[config.mk]
export PLATFORM = sky130hd
export DESIGN_NAME = wbs_uart_tx
export DESIGN_NICKNAME = d
export VERILOG_FILES = /design/src/rtl/osiris_uart_pkg.sv /design/src/rtl/wbs_uart_tx_sync_fifo.sv /design/src/rtl/wbs_uart_tx.sv
export SDC_FILE = /design/constraint.sdc
export NUM_CORES = 1
export LEC_CHECK = 0
export CAP_MARGIN = 20
export CORE_MARGIN = 2
export CORE_UTILIZATION = 55
export DETAILED_ROUTE_END_ITERATION = 12
export PLACE_DENSITY = 0.85
export SYNTH_ARGS = -nofsm -noshare
export SYNTH_HDL_FRONTEND = slang
export SYNTH_HIERARCHICAL = 1
export SYNTH_SLANG_ARGS = --single-unit
[constraint.sdc]
create_clock -name clk -period 9.7 [get_ports clk]
set_input_delay 1.455 -clock clk [delete_from_list [all_inputs] [get_ports clk]]
set_output_delay 1.455 -clock clk [all_outputs]
set_load 0.01 [all_outputs]
[src/rtl/osiris_uart_pkg.sv]
// -----------------------------------------------------------------------------
// osiris_uart_pkg
// Shared definitions for the Osiris UART transmitter and its Wishbone bridge:
// register offsets (word index taken from adr[3:2]), STATUS bit positions,
// transmitter FSM state encodings and a helper that packs the STATUS word.
// Optional feature macro: WBS_UART_TX_PARITY_EN (the PARITY encoding is always
// reserved here so every user of the package agrees on the state values).
// No ports (package).
// -----------------------------------------------------------------------------
package osiris_uart_pkg;

   // Register word offsets, decoded from adr[3:2]
   localparam logic [1:0] REG_TXDATA = 2'd0;
   localparam logic [1:0] REG_STATUS = 2'd1;

   // STATUS bit positions
   localparam int STAT_FULL    = 0;
   localparam int STAT_EMPTY   = 1;
   localparam int STAT_BUSY    = 2;
   localparam int STAT_OVF     = 3;
   localparam int STAT_CNT_LSB = 8;

   // Transmitter FSM states
   typedef enum logic [2:0] {
      ST_IDLE   = 3'd0,
      ST_START  = 3'd1,
      ST_DATA   = 3'd2,
      ST_PARITY = 3'd3,
      ST_STOP   = 3'd4
   } tx_state_e;

   // Pack the STATUS word: {count[15:8], 4'b0, ovf, busy, empty, full}
   function automatic logic [31:0] status_word(input logic [7:0] count,
                                               input logic       ovf,
                                               input logic       busy,
                                               input logic       empty,
                                               input logic       full);
      logic [31:0] w;
      w                     = '0;
      w[STAT_CNT_LSB +: 8]  = count;
      w[STAT_OVF]           = ovf;
      w[STAT_BUSY]          = busy;
      w[STAT_EMPTY]         = empty;
      w[STAT_FULL]          = full;
      return w;
   endfunction

endpackage

[src/rtl/wbs_uart_tx_sync_fifo.sv]
// -----------------------------------------------------------------------------
// sync_fifo
// Single-clock first-word-fall-through FIFO used as the UART TX byte queue.
// A push and a pop in the same cycle are both honoured, even when full, so the
// occupancy stays unchanged in that case.
// Ports:
//   clk     - clock, rising edge
//   rst     - asynchronous active-high reset (pointers/count only)
//   push_i  - write data_i this cycle (ignored when full unless popping too)
//   pop_i   - consume data_o this cycle (ignored when empty)
//   data_i  - write data
//   data_o  - head entry (valid while not empty)
//   full_o  - FIFO holds DEPTH entries
//   empty_o - FIFO holds no entries
//   count_o - number of entries held
// -----------------------------------------------------------------------------
module sync_fifo #(
   parameter int DEPTH = 8,
   parameter int WIDTH = 8
) (
   input  logic                     clk,
   input  logic                     rst,
   input  logic                     push_i,
   input  logic                     pop_i,
   input  logic [WIDTH-1:0]         data_i,
   output logic [WIDTH-1:0]         data_o,
   output logic                     full_o,
   output logic                     empty_o,
   output logic [$clog2(DEPTH):0]   count_o
);

   localparam int AW = $clog2(DEPTH);

   logic [WIDTH-1:0] mem_q [DEPTH];
   logic [AW-1:0]    wr_ptr_q, wr_ptr_d;
   logic [AW-1:0]    rd_ptr_q, rd_ptr_d;
   logic [AW:0]      count_q,  count_d;
   logic             do_push, do_pop;

   assign empty_o = (count_q == '0);
   assign full_o  = (count_q == (AW+1)'(DEPTH));
   assign do_pop  = pop_i & ~empty_o;
   // A full FIFO can still accept a byte when one leaves in the same cycle
   assign do_push = push_i & (~full_o | do_pop);

   always_comb begin
      wr_ptr_d = wr_ptr_q;
      rd_ptr_d = rd_ptr_q;
      count_d  = count_q;
      if (do_push) wr_ptr_d = wr_ptr_q + 1'b1;
      if (do_pop)  rd_ptr_d = rd_ptr_q + 1'b1;
      case ({do_push, do_pop})
         2'b10:   count_d = count_q + 1'b1;
         2'b01:   count_d = count_q - 1'b1;
         default: count_d = count_q;
      endcase
   end

   always_ff @(posedge clk or posedge rst) begin
      if (rst) begin
         wr_ptr_q <= '0;
         rd_ptr_q <= '0;
         count_q  <= '0;
      end else begin
         wr_ptr_q <= wr_ptr_d;
         rd_ptr_q <= rd_ptr_d;
         count_q  <= count_d;
      end
   end

   // Storage carries no reset; only the pointers define validity
   always_ff @(posedge clk) begin
      if (do_push) mem_q[wr_ptr_q] <= data_i;
   end

   assign data_o  = mem_q[rd_ptr_q];
   assign count_o = count_q;

endmodule

[src/rtl/wbs_uart_tx.sv]
// -----------------------------------------------------------------------------
// wbs_uart_tx
// Wishbone slave UART transmitter. Bytes written to TXDATA are queued in a
// FIFO and serialised as 8N1 frames (start 0, 8 data bits LSB first, stop 1),
// each bit lasting CLK_DIV clock cycles. STATUS reports FIFO count, sticky
// overflow, busy, empty and full; writing STATUS with bit 3 set clears OVF.
// Optional feature macro: WBS_UART_TX_PARITY_EN adds an even-parity bit
// between the data bits and the stop bit (11-bit frame).
// Ports:
//   clk      - clock, rising edge
//   rst      - asynchronous active-high reset
//   wb_cyc_i - Wishbone cycle
//   wb_stb_i - Wishbone strobe
//   wb_we_i  - Wishbone write enable
//   wb_adr_i - byte address, only [3:2] decoded
//   wb_dat_i - write data
//   wb_dat_o - read data, valid in the ack cycle, zero otherwise
//   wb_ack_o - single-cycle acknowledge
//   uart_tx  - serial output, idle high
// -----------------------------------------------------------------------------
module wbs_uart_tx
   import osiris_uart_pkg::*;
#(
   parameter int DATA_WIDTH = 32,
   parameter int ADDR_WIDTH = 32,
   parameter int CLK_DIV    = 868,
   parameter int FIFO_DEPTH = 8
) (
   input  logic                  clk,
   input  logic                  rst,
   input  logic                  wb_cyc_i,
   input  logic                  wb_stb_i,
   input  logic                  wb_we_i,
   input  logic [ADDR_WIDTH-1:0] wb_adr_i,
   input  logic [DATA_WIDTH-1:0] wb_dat_i,
   output logic [DATA_WIDTH-1:0] wb_dat_o,
   output logic                  wb_ack_o,
   output logic                  uart_tx
);

   localparam int CW = $clog2(FIFO_DEPTH) + 1;
   localparam int BW = (CLK_DIV > 2) ? $clog2(CLK_DIV) : 1;
   localparam logic [BW-1:0] BAUD_LAST = BW'(CLK_DIV - 1);

   // Bus side
   logic                  ack_q, ack_d;
   logic [DATA_WIDTH-1:0] dat_q, dat_d;
   logic                  ovf_q, ovf_d;
   logic                  req;
   logic [1:0]            reg_sel;
   logic                  wr_txdata, wr_status, rd_status;
   logic                  overflow;
   logic [DATA_WIDTH-1:0] status_rd;

   // FIFO
   logic                  fifo_full, fifo_empty, fifo_pop;
   logic [7:0]            fifo_rd;
   logic [CW-1:0]         fifo_count;

   // Transmitter
   tx_state_e             state_q;
   logic [BW-1:0]         baud_q;
   logic [2:0]            bit_q;
   logic [7:0]            shift_q;
   logic                  tx_q;
   logic                  bit_end;
`ifdef WBS_UART_TX_PARITY_EN
   logic                  par_q;
`endif

   // Address bits outside [3:2] and the upper data byte lanes are don't-care
   logic unused_bits;
   assign unused_bits = ^{wb_adr_i[ADDR_WIDTH-1:4], wb_adr_i[1:0],
                          wb_dat_i[DATA_WIDTH-1:8]};

   // A request is accepted only while no ack is outstanding, so a held
   // strobe never produces two acks in a row.
   assign req       = wb_cyc_i & wb_stb_i & ~ack_q;
   assign reg_sel   = wb_adr_i[3:2];
   assign wr_txdata = req &  wb_we_i & (reg_sel == REG_TXDATA);
   assign wr_status = req &  wb_we_i & (reg_sel == REG_STATUS);
   assign rd_status = req & ~wb_we_i & (reg_sel == REG_STATUS);

   // A write into a full FIFO is only lost if nothing leaves in that cycle
   assign overflow  = wr_txdata & fifo_full & ~fifo_pop;

   assign status_rd = DATA_WIDTH'(status_word(8'(fifo_count), ovf_q,
                                              (state_q != ST_IDLE),
                                              fifo_empty, fifo_full));

   always_comb begin
      ack_d = req;
      dat_d = rd_status ? status_rd : '0;
      ovf_d = ovf_q;
      if (wr_status && wb_dat_i[STAT_OVF]) ovf_d = 1'b0;
      // Overflow wins over a simultaneous clear
      if (overflow) ovf_d = 1'b1;
   end

   always_ff @(posedge clk or posedge rst) begin
      if (rst) begin
         ack_q <= 1'b0;
         dat_q <= '0;
         ovf_q <= 1'b0;
      end else begin
         ack_q <= ack_d;
         dat_q <= dat_d;
         ovf_q <= ovf_d;
      end
   end

   sync_fifo #(
      .DEPTH (FIFO_DEPTH),
      .WIDTH (8)
   ) u_fifo (
      .clk     (clk),
      .rst     (rst),
      .push_i  (wr_txdata),
      .pop_i   (fifo_pop),
      .data_i  (wb_dat_i[7:0]),
      .data_o  (fifo_rd),
      .full_o  (fifo_full),
      .empty_o (fifo_empty),
      .count_o (fifo_count)
   );

   assign bit_end  = (baud_q == BAUD_LAST);
   // Bytes leave the FIFO when a frame starts: from IDLE, or straight out of
   // the stop bit for back-to-back frames.
   assign fifo_pop = ~fifo_empty &
                     ((state_q == ST_IDLE) || ((state_q == ST_STOP) && bit_end));

   // Transmitter FSM; tx_q is updated on every state/bit transition so the
   // line changes exactly when the baud counter restarts.
   always_ff @(posedge clk or posedge rst) begin
      if (rst) begin
         state_q <= ST_IDLE;
         baud_q  <= '0;
         bit_q   <= '0;
         shift_q <= '0;
         tx_q    <= 1'b1;
`ifdef WBS_UART_TX_PARITY_EN
         par_q   <= 1'b0;
`endif
      end else begin
         if (state_q != ST_IDLE) baud_q <= bit_end ? '0 : baud_q + 1'b1;
         case (state_q)
            ST_IDLE: begin
               baud_q <= '0;
               if (!fifo_empty) begin
                  state_q <= ST_START;
                  shift_q <= fifo_rd;
                  tx_q    <= 1'b0;
`ifdef WBS_UART_TX_PARITY_EN
                  par_q   <= ^fifo_rd;
`endif
               end
            end
            ST_START: begin
               if (bit_end) begin
                  state_q <= ST_DATA;
                  bit_q   <= '0;
                  tx_q    <= shift_q[0];
               end
            end
            ST_DATA: begin
               if (bit_end) begin
                  if (bit_q == 3'd7) begin
`ifdef WBS_UART_TX_PARITY_EN
                     state_q <= ST_PARITY;
                     tx_q    <= par_q;
`else
                     state_q <= ST_STOP;
                     tx_q    <= 1'b1;
`endif
                  end else begin
                     bit_q   <= bit_q + 1'b1;
                     shift_q <= {1'b0, shift_q[7:1]};
                     tx_q    <= shift_q[1];
                  end
               end
            end
`ifdef WBS_UART_TX_PARITY_EN
            ST_PARITY: begin
               if (bit_end) begin
                  state_q <= ST_STOP;
                  tx_q    <= 1'b1;
               end
            end
`endif
            ST_STOP: begin
               if (bit_end) begin
                  if (!fifo_empty) begin
                     state_q <= ST_START;
                     shift_q <= fifo_rd;
                     tx_q    <= 1'b0;
`ifdef WBS_UART_TX_PARITY_EN
                     par_q   <= ^fifo_rd;
`endif
                  end else begin
                     state_q <= ST_IDLE;
                     tx_q    <= 1'b1;
                  end
               end
            end
            default: begin
               state_q <= ST_IDLE;
               tx_q    <= 1'b1;
            end
         endcase
      end
   end

   assign wb_ack_o = ack_q;
   assign wb_dat_o = dat_q;
   assign uart_tx  = tx_q;

endmodule

**Word level (Yosys, flattened, before mapping)**

Memory sizes are Yosys's and may differ from the RTL's.
Index checks and enable logic that the tools add are counted.
Widths: inputs -> output; s select.

- Add/subtract/negate cells: 6
- Eq/ne operators: 15
- Multiplexer cells: 32
- Bitwise logic cells: 18
- Reductions and logical operators: 16

Operators by type and width:

| kind | number |
|---|---|
| $mux 8 | 4 |
| $mux 10 | 3 |
| $mux 3 | 8 |
| $pmux 8 s3 | 1 |
| $and 1x1->1 | 12 |
| $mux 12 | 1 |
| $ne 2x2->1 const B | 6 |
| $pmux 3 s4 | 1 |
| $reduce_and 4->1 | 3 |
| $mux 1 | 11 |
| $add 10x1->10 const B | 1 |
| $eq 10x10->1 const B | 1 |
| $add 3x1->3 const B | 3 |
| $pmux 4 s2 | 1 |
| $reduce_bool 2->1 | 4 |
| $eq 3x3->1 const B | 2 |
| $pmux 3 s2 | 1 |
| $reduce_bool 3->1 | 2 |
| $not 1->1 | 5 |
| $reduce_and 5->1 | 1 |
| $add 4x1->4 const B | 1 |
| $eq 2x1->1 const B | 2 |
| $eq 4x4->1 const B | 1 |
| $logic_not 4->1 | 1 |
| 10 further kinds | 11 |

- Flip-flop bits (word level): 49
- Memory bits (writable): 64
- Input port bits: 69
- Output and inout bits: 34
- Logic and storage cells: 99
- Memories: 1

Memories:

| memory | words | bits a word | read ports | clocked after Yosys merged registers in | wr ports | RTL line | text |
|---|---|---|---|---|---|---|---|
| u_fifo.mem_q | 8 | 8 | 1 | 0 | 1 | wbs_uart_tx_sync_fifo.sv:34 | `logic [WIDTH-1:0] mem_q [DEPTH];` |

**Longest topological paths before layout**

- Depth after elaboration: 9
- Mapped depth: 13
- Depth with buffers taken out: 13

**Cells and area by module**

The synthesis kept the hierarchy.

By module, submodules not included:

| module | times used | cells an instance | area an instance (um2) | seq. area each (um2) |
|---|---|---|---|---|
| sync_fifo | 1 | 165 | 3135.5 | 2172.1 |
| wbs_uart_tx | 1 | 181 | 1890.6 | 877.1 |

**Worst setup path before layout**

OpenSTA, ideal clock, no wires.

- Kind: input to register
- From: in wb_stb_i
- To: reg u_fifo.count_q[3] (netlist: u_fifo/count_o[3])
- Setup time: 0.069 ns
- Arrival time: 3.362 ns
- Required time: 9.631 ns
- Setup slack: 6.269 ns
- Stages: 10
- Buffers on the path: 1
- Cell sequence: nor4bb_1 > and3_1 > buf_2 > or2_2 > inv_1 > ha_1 > or2_2 > nand3_1 > mux2_2 > nand3b_1

- Cells in the longest elaborated chain, start to end: 7
- Elaborated cells between the ends (all ways): 9
- Classes of those cells: 2 x eq/ne; 1 x mux; 5 x bitwise; 1 x reduce/logical

Ends and longest elaborated chain:

| item | RTL line | text |
|---|---|---|
| start: declaration | wbs_uart_tx.sv:32 | `input logic wb_stb_i,` |
| $and 1x1->1 * (2 in a row) | wbs_uart_tx.sv:78 | `assign req = wb_cyc_i & wb_stb_i & ~ack_q;` |
| $and 1x1->1 * (2 in a row) | wbs_uart_tx.sv:80 | `assign wr_txdata = req & wb_we_i & (reg_sel == REG_TXDATA);` |
| via wr_txdata | wbs_uart_tx.sv:51 | `logic wr_txdata, wr_status, rd_status;` |
| $and 1x1->1 * | wbs_uart_tx_sync_fifo.sv:44 | `assign do_push = push_i & (~full_o \| do_pop);` |
| $eq 2x1->1 / $eq 2x2->1 (equally long branches) | wbs_uart_tx_sync_fifo.sv:52 | `case ({do_push, do_pop})` |
| $pmux 4 s2 / $reduce_bool 2->1 (equally long branches) | -- |  |
| end signal: assignment | wbs_uart_tx_sync_fifo.sv:67 | `count_q <= count_d;` |
| end: declaration | wbs_uart_tx_sync_fifo.sv:37 | `logic [AW:0] count_q, count_d;` |

Mark *: on every way through the listed nets, which the timed path passes. The rest lies on a longest branch.
A chain may end at the register's enable or synchronous reset.

**Worst setup path after layout**

- From: in wb_stb_i
- To: mem u_fifo.mem_q[1][5], enable pin

- Cells in the longest elaborated chain, start to end: 7

Ends and longest elaborated chain:

| item | RTL line | text |
|---|---|---|
| $and 1x1->1 (2 in a row) | wbs_uart_tx.sv:78 |  |
| $and 1x1->1 (2 in a row) | wbs_uart_tx.sv:80 |  |
| via wr_txdata | wbs_uart_tx.sv:51 |  |
| $and 1x1->1 | wbs_uart_tx_sync_fifo.sv:44 |  |
| $mux 1 | wbs_uart_tx_sync_fifo.sv:73 | `if (do_push) mem_q[wr_ptr_q] <= data_i;` |
| $mux 1 (implied by the code) | wbs_uart_tx_sync_fifo.sv:73 |  |
| end: declaration | wbs_uart_tx_sync_fifo.sv:34 |  |

The timed path passes the listed nets, and every way through them passes these cells.

==> results.yml <==
status:
  status: "finished, final reports clean"
clocking:
  hold_buffers: 0
  cts_tree: "built"
  cts_inserted_buffers: 9
  ctsLongestPathBuffers: 2
  cts.sinks: 109
  post_cts_buffers: 0
  cts_root_buf: "clkbuf_8"
  path_clk_slew_ns: 0.10
  insertion_delay_ns: 0.37
  cts_max_level: 3
  cts_resized: 0
route:
  drt-initial-drc-count: 202
  via_count: 2693
  via_per_inst: 5.56
  wirelength_mm: 8.17
  ant_nets: 0
  wl_per_cell_um: 16.9
  drt-pass1-iter-count: 4
  drc: 0
worst_setup_path:
  critPathRequiredTime_ns: 9.78
  crit_path_max_fanout: 8
  cp-end-kind: "flop"
  start_kind: "primary input"
  reg2reg_slack_ns: 6.08
  critical_path_class: "in -> reg"
  cp.arrival_ns: 4.08
yosys:
  syn_avg_cell_area_um2: 14.5
  synth.most_common_cell: "edfxtp_1"
  seq_area_frac_synth_pct: 60.7
  syn_area_um2: 5030
  synth-compound-area-share_pct: 3.83
  synthSimpleGateAreaFrac_pct: 9.43
  ys_warn_count: 6
  synth_top_family_by_area: "multiplexers"
  synthArstFlopShare_pct: 41.3
  synthFlopType: "edfxtp_1"
  synth_xor_area_share_pct: 2.61
  ys_ff_latch: 109
  yosys.area.top_type_share_pct: 38.2
  synth_edf_count: 64
  yosys-top-cells-count: "edfxtp_1, dfrtp_1, nor2_1, buf_4"
  yosys.area.top_type: "edfxtp_1"
  ys_top_cells_by_area: "edfxtp_1, dfrtp_1, mux4_1"
  synth_cell_types: 57
  synthMuxAreaShare_pct: 14.7
  synth_cells: 346
  synthAdderAreaFrac_pct: 2.14
die:
  coreArea_um2: 8810
  die_h_um: 99.6
  start_util_pct: 57.1
  die_x_um: 99.6
  ios: 103
  dieArea_um2: 9920
  fp-row-count: 34
timing:
  finalCritPeriodShare_pct: 41.3
  maxSlewViolCount: 0
  fin_skew_ns: 0.0157
  hold_viol: 0
  worstMarginPinSlew_ns: 0.934
  setup_viol: 0
  rsz0062_at_grt: "false"
  fin_setup_tns_ns: 0
  max_freq_mhz: 250
  max_slew_margin_pct: 37.5
  fin_crit_ns: 4.00
global_route:
  grt.total_usage_pct: 18.0
  grt_pass1_wl_mm: 13.5
  antenna_found_initial: 0
  grt_max_degree: 36
  grt_pass1_vias: 2734
  grt-ovfl-total: 0
power:
  ir_drop_v: 0.000131
  swShare_pct: 24.5
  intPower_w: 0.000666
  combPwrFrac_pct: 8.7
  p_leak_nw: 2.17
  p_total_w: 0.000882
  power_frac_clock_pct: 32.2
  power.density_nw_per_um2: 162
  power_switching_w: 0.000216
  seqPwrFrac_pct: 59.1
cells_and_area:
  fin_cells: 484
  nets: 448
  drive_gt1_share_pct: 14.9
  nFillCells: 616
  area_growth_pct: 8.56
  register_area_um2: 3050
  fin_util_pct: 62.0
  antennaDiodeCount: 0
  multi_input_area_um2: 1740
min_path:
  min_path_type: "reg -> reg"
placed_design:
  hpwl_mm: 5.59
  portBuffers: 24
  place.gp.congestion: 0.777
  dpl.cell_count: 468
job:
  drv_cap: 0
## per-stage QoR
stage               hold slack (ns)  worst slack [ns]  area (um^2)
floorplan                     0.454              6.27         5110
global placement              0.436              5.42         5240
detailed placement            0.447              5.35         5240
CTS                           0.460              5.75         5460
global route                  0.489              5.61         5460
finish                        0.464              5.70         5460
## final timing paths
kind                                     start                            end  cells after the start
setup reg to reg           baud_q[0]$_DFF_PP0_  u_fifo/count_o[3]$_DFFE_PP0P_                     13
min in group asynchronous                  rst  u_fifo/count_o[2]$_DFFE_PP0P_                      2
max in group asynchronous                  rst            uart_tx$_DFFE_PP1P_                      3
setup / recovery                      wb_stb_i   u_fifo/mem_q[1][5]$_DFFE_PP_                      7
hold / removal              wb_ack_o$_DFF_PP0_             wb_ack_o$_DFF_PP0_                      1
hold reg to reg             wb_ack_o$_DFF_PP0_             wb_ack_o$_DFF_PP0_                      1
## worst max-delay path: stages
cell and delay [ns]:
clkdlybuf4s50_1 0.47, nor4bb_1 0.47, and3_1 0.47, o21a_1 0.25
nand2_1 0.12, nor3_1 0.56, buf_4 0.28
## flip-flops by register name, summed over array words and instances, names as in the netlist
name	count
uart_tx	1
u_fifo/wr_ptr_q	3
shift_q	8
u_fifo/rd_ptr_q	3
bit_q	3
wb_ack_o	1
u_fifo/count_o	4
u_fifo/mem_q	64
baud_q	10
state_q	3
ovf_q	1
wb_dat_o	8
## per-layer routing
layer | routed length [um] | track usage, % | vias up
met3 | 256 | 3.94 | 10
met4 | 112 | 6.64 | 0
met1 | 3550 | 23.1 | 1358
li1 | - | - | 1260
met5 | 0 | 0 | -
met2 | 4250 | 30.2 | 65
## placed cells by master (no fill, tap or decap), types with 2 or more instances in the layout
cell and instances:
ha_1 7, nor2_1 28, nand2b_1 5, edfxtp_1 64, nand3_1 6, or2_2 5
inv_8 3, mux2_1 5, conb_1 24, nor3_1 5, buf_4 3, clkbuf_8 9
xor2_1 5, and2_1 8, mux2i_1 5, mux2_2 19, nand2_1 19, xnor2_1 10
inv_1 16, clkdlybuf4s50_1 24, mux4_2 4, a21oi_1 3, or3_1 2, dfrtp_1 44
mux4_1 12, o21ai_0 7, nand3b_1 2
## power groups by stage
stage          Combinational (W)  Clock (W)  Sequential [W]
2_1_floorplan          0.0000666          0        0.000527
3_3_place_gp           0.0000720          0        0.000530
3_5_place_dp           0.0000770          0        0.000531
4_1_cts                0.0000780   0.000290        0.000521
5_1_grt                0.0000896   0.000305        0.000523
6_report               0.0000771   0.000284        0.000521
## cell families (layout without fill, tap and decap cells)
| group | count (synthesis) | after routing |
|---|---|---|
| mux | 46 | 46 |
| buf+inv | 52 | 59 |
| flops | 109 | 109 |
| compound gates | 23 | 23 |
| fa+ha+maj | 8 | 8 |
| xor+xnor | 15 | 15 |
| simple gates | 92 | 92 |
| other cells | 1 | 24 |
## layout make-up
cell class                 count  area share (%)
multi-input combinational    208            31.8
clock inverter                 7            1.63
timing repair buffer          27            4.82
clock buffer                   9            2.27
tap                          108            2.48
sequential                   109            55.9
inverter                      16            1.10
No activity file was read; power rests on OpenSTA's default activity.
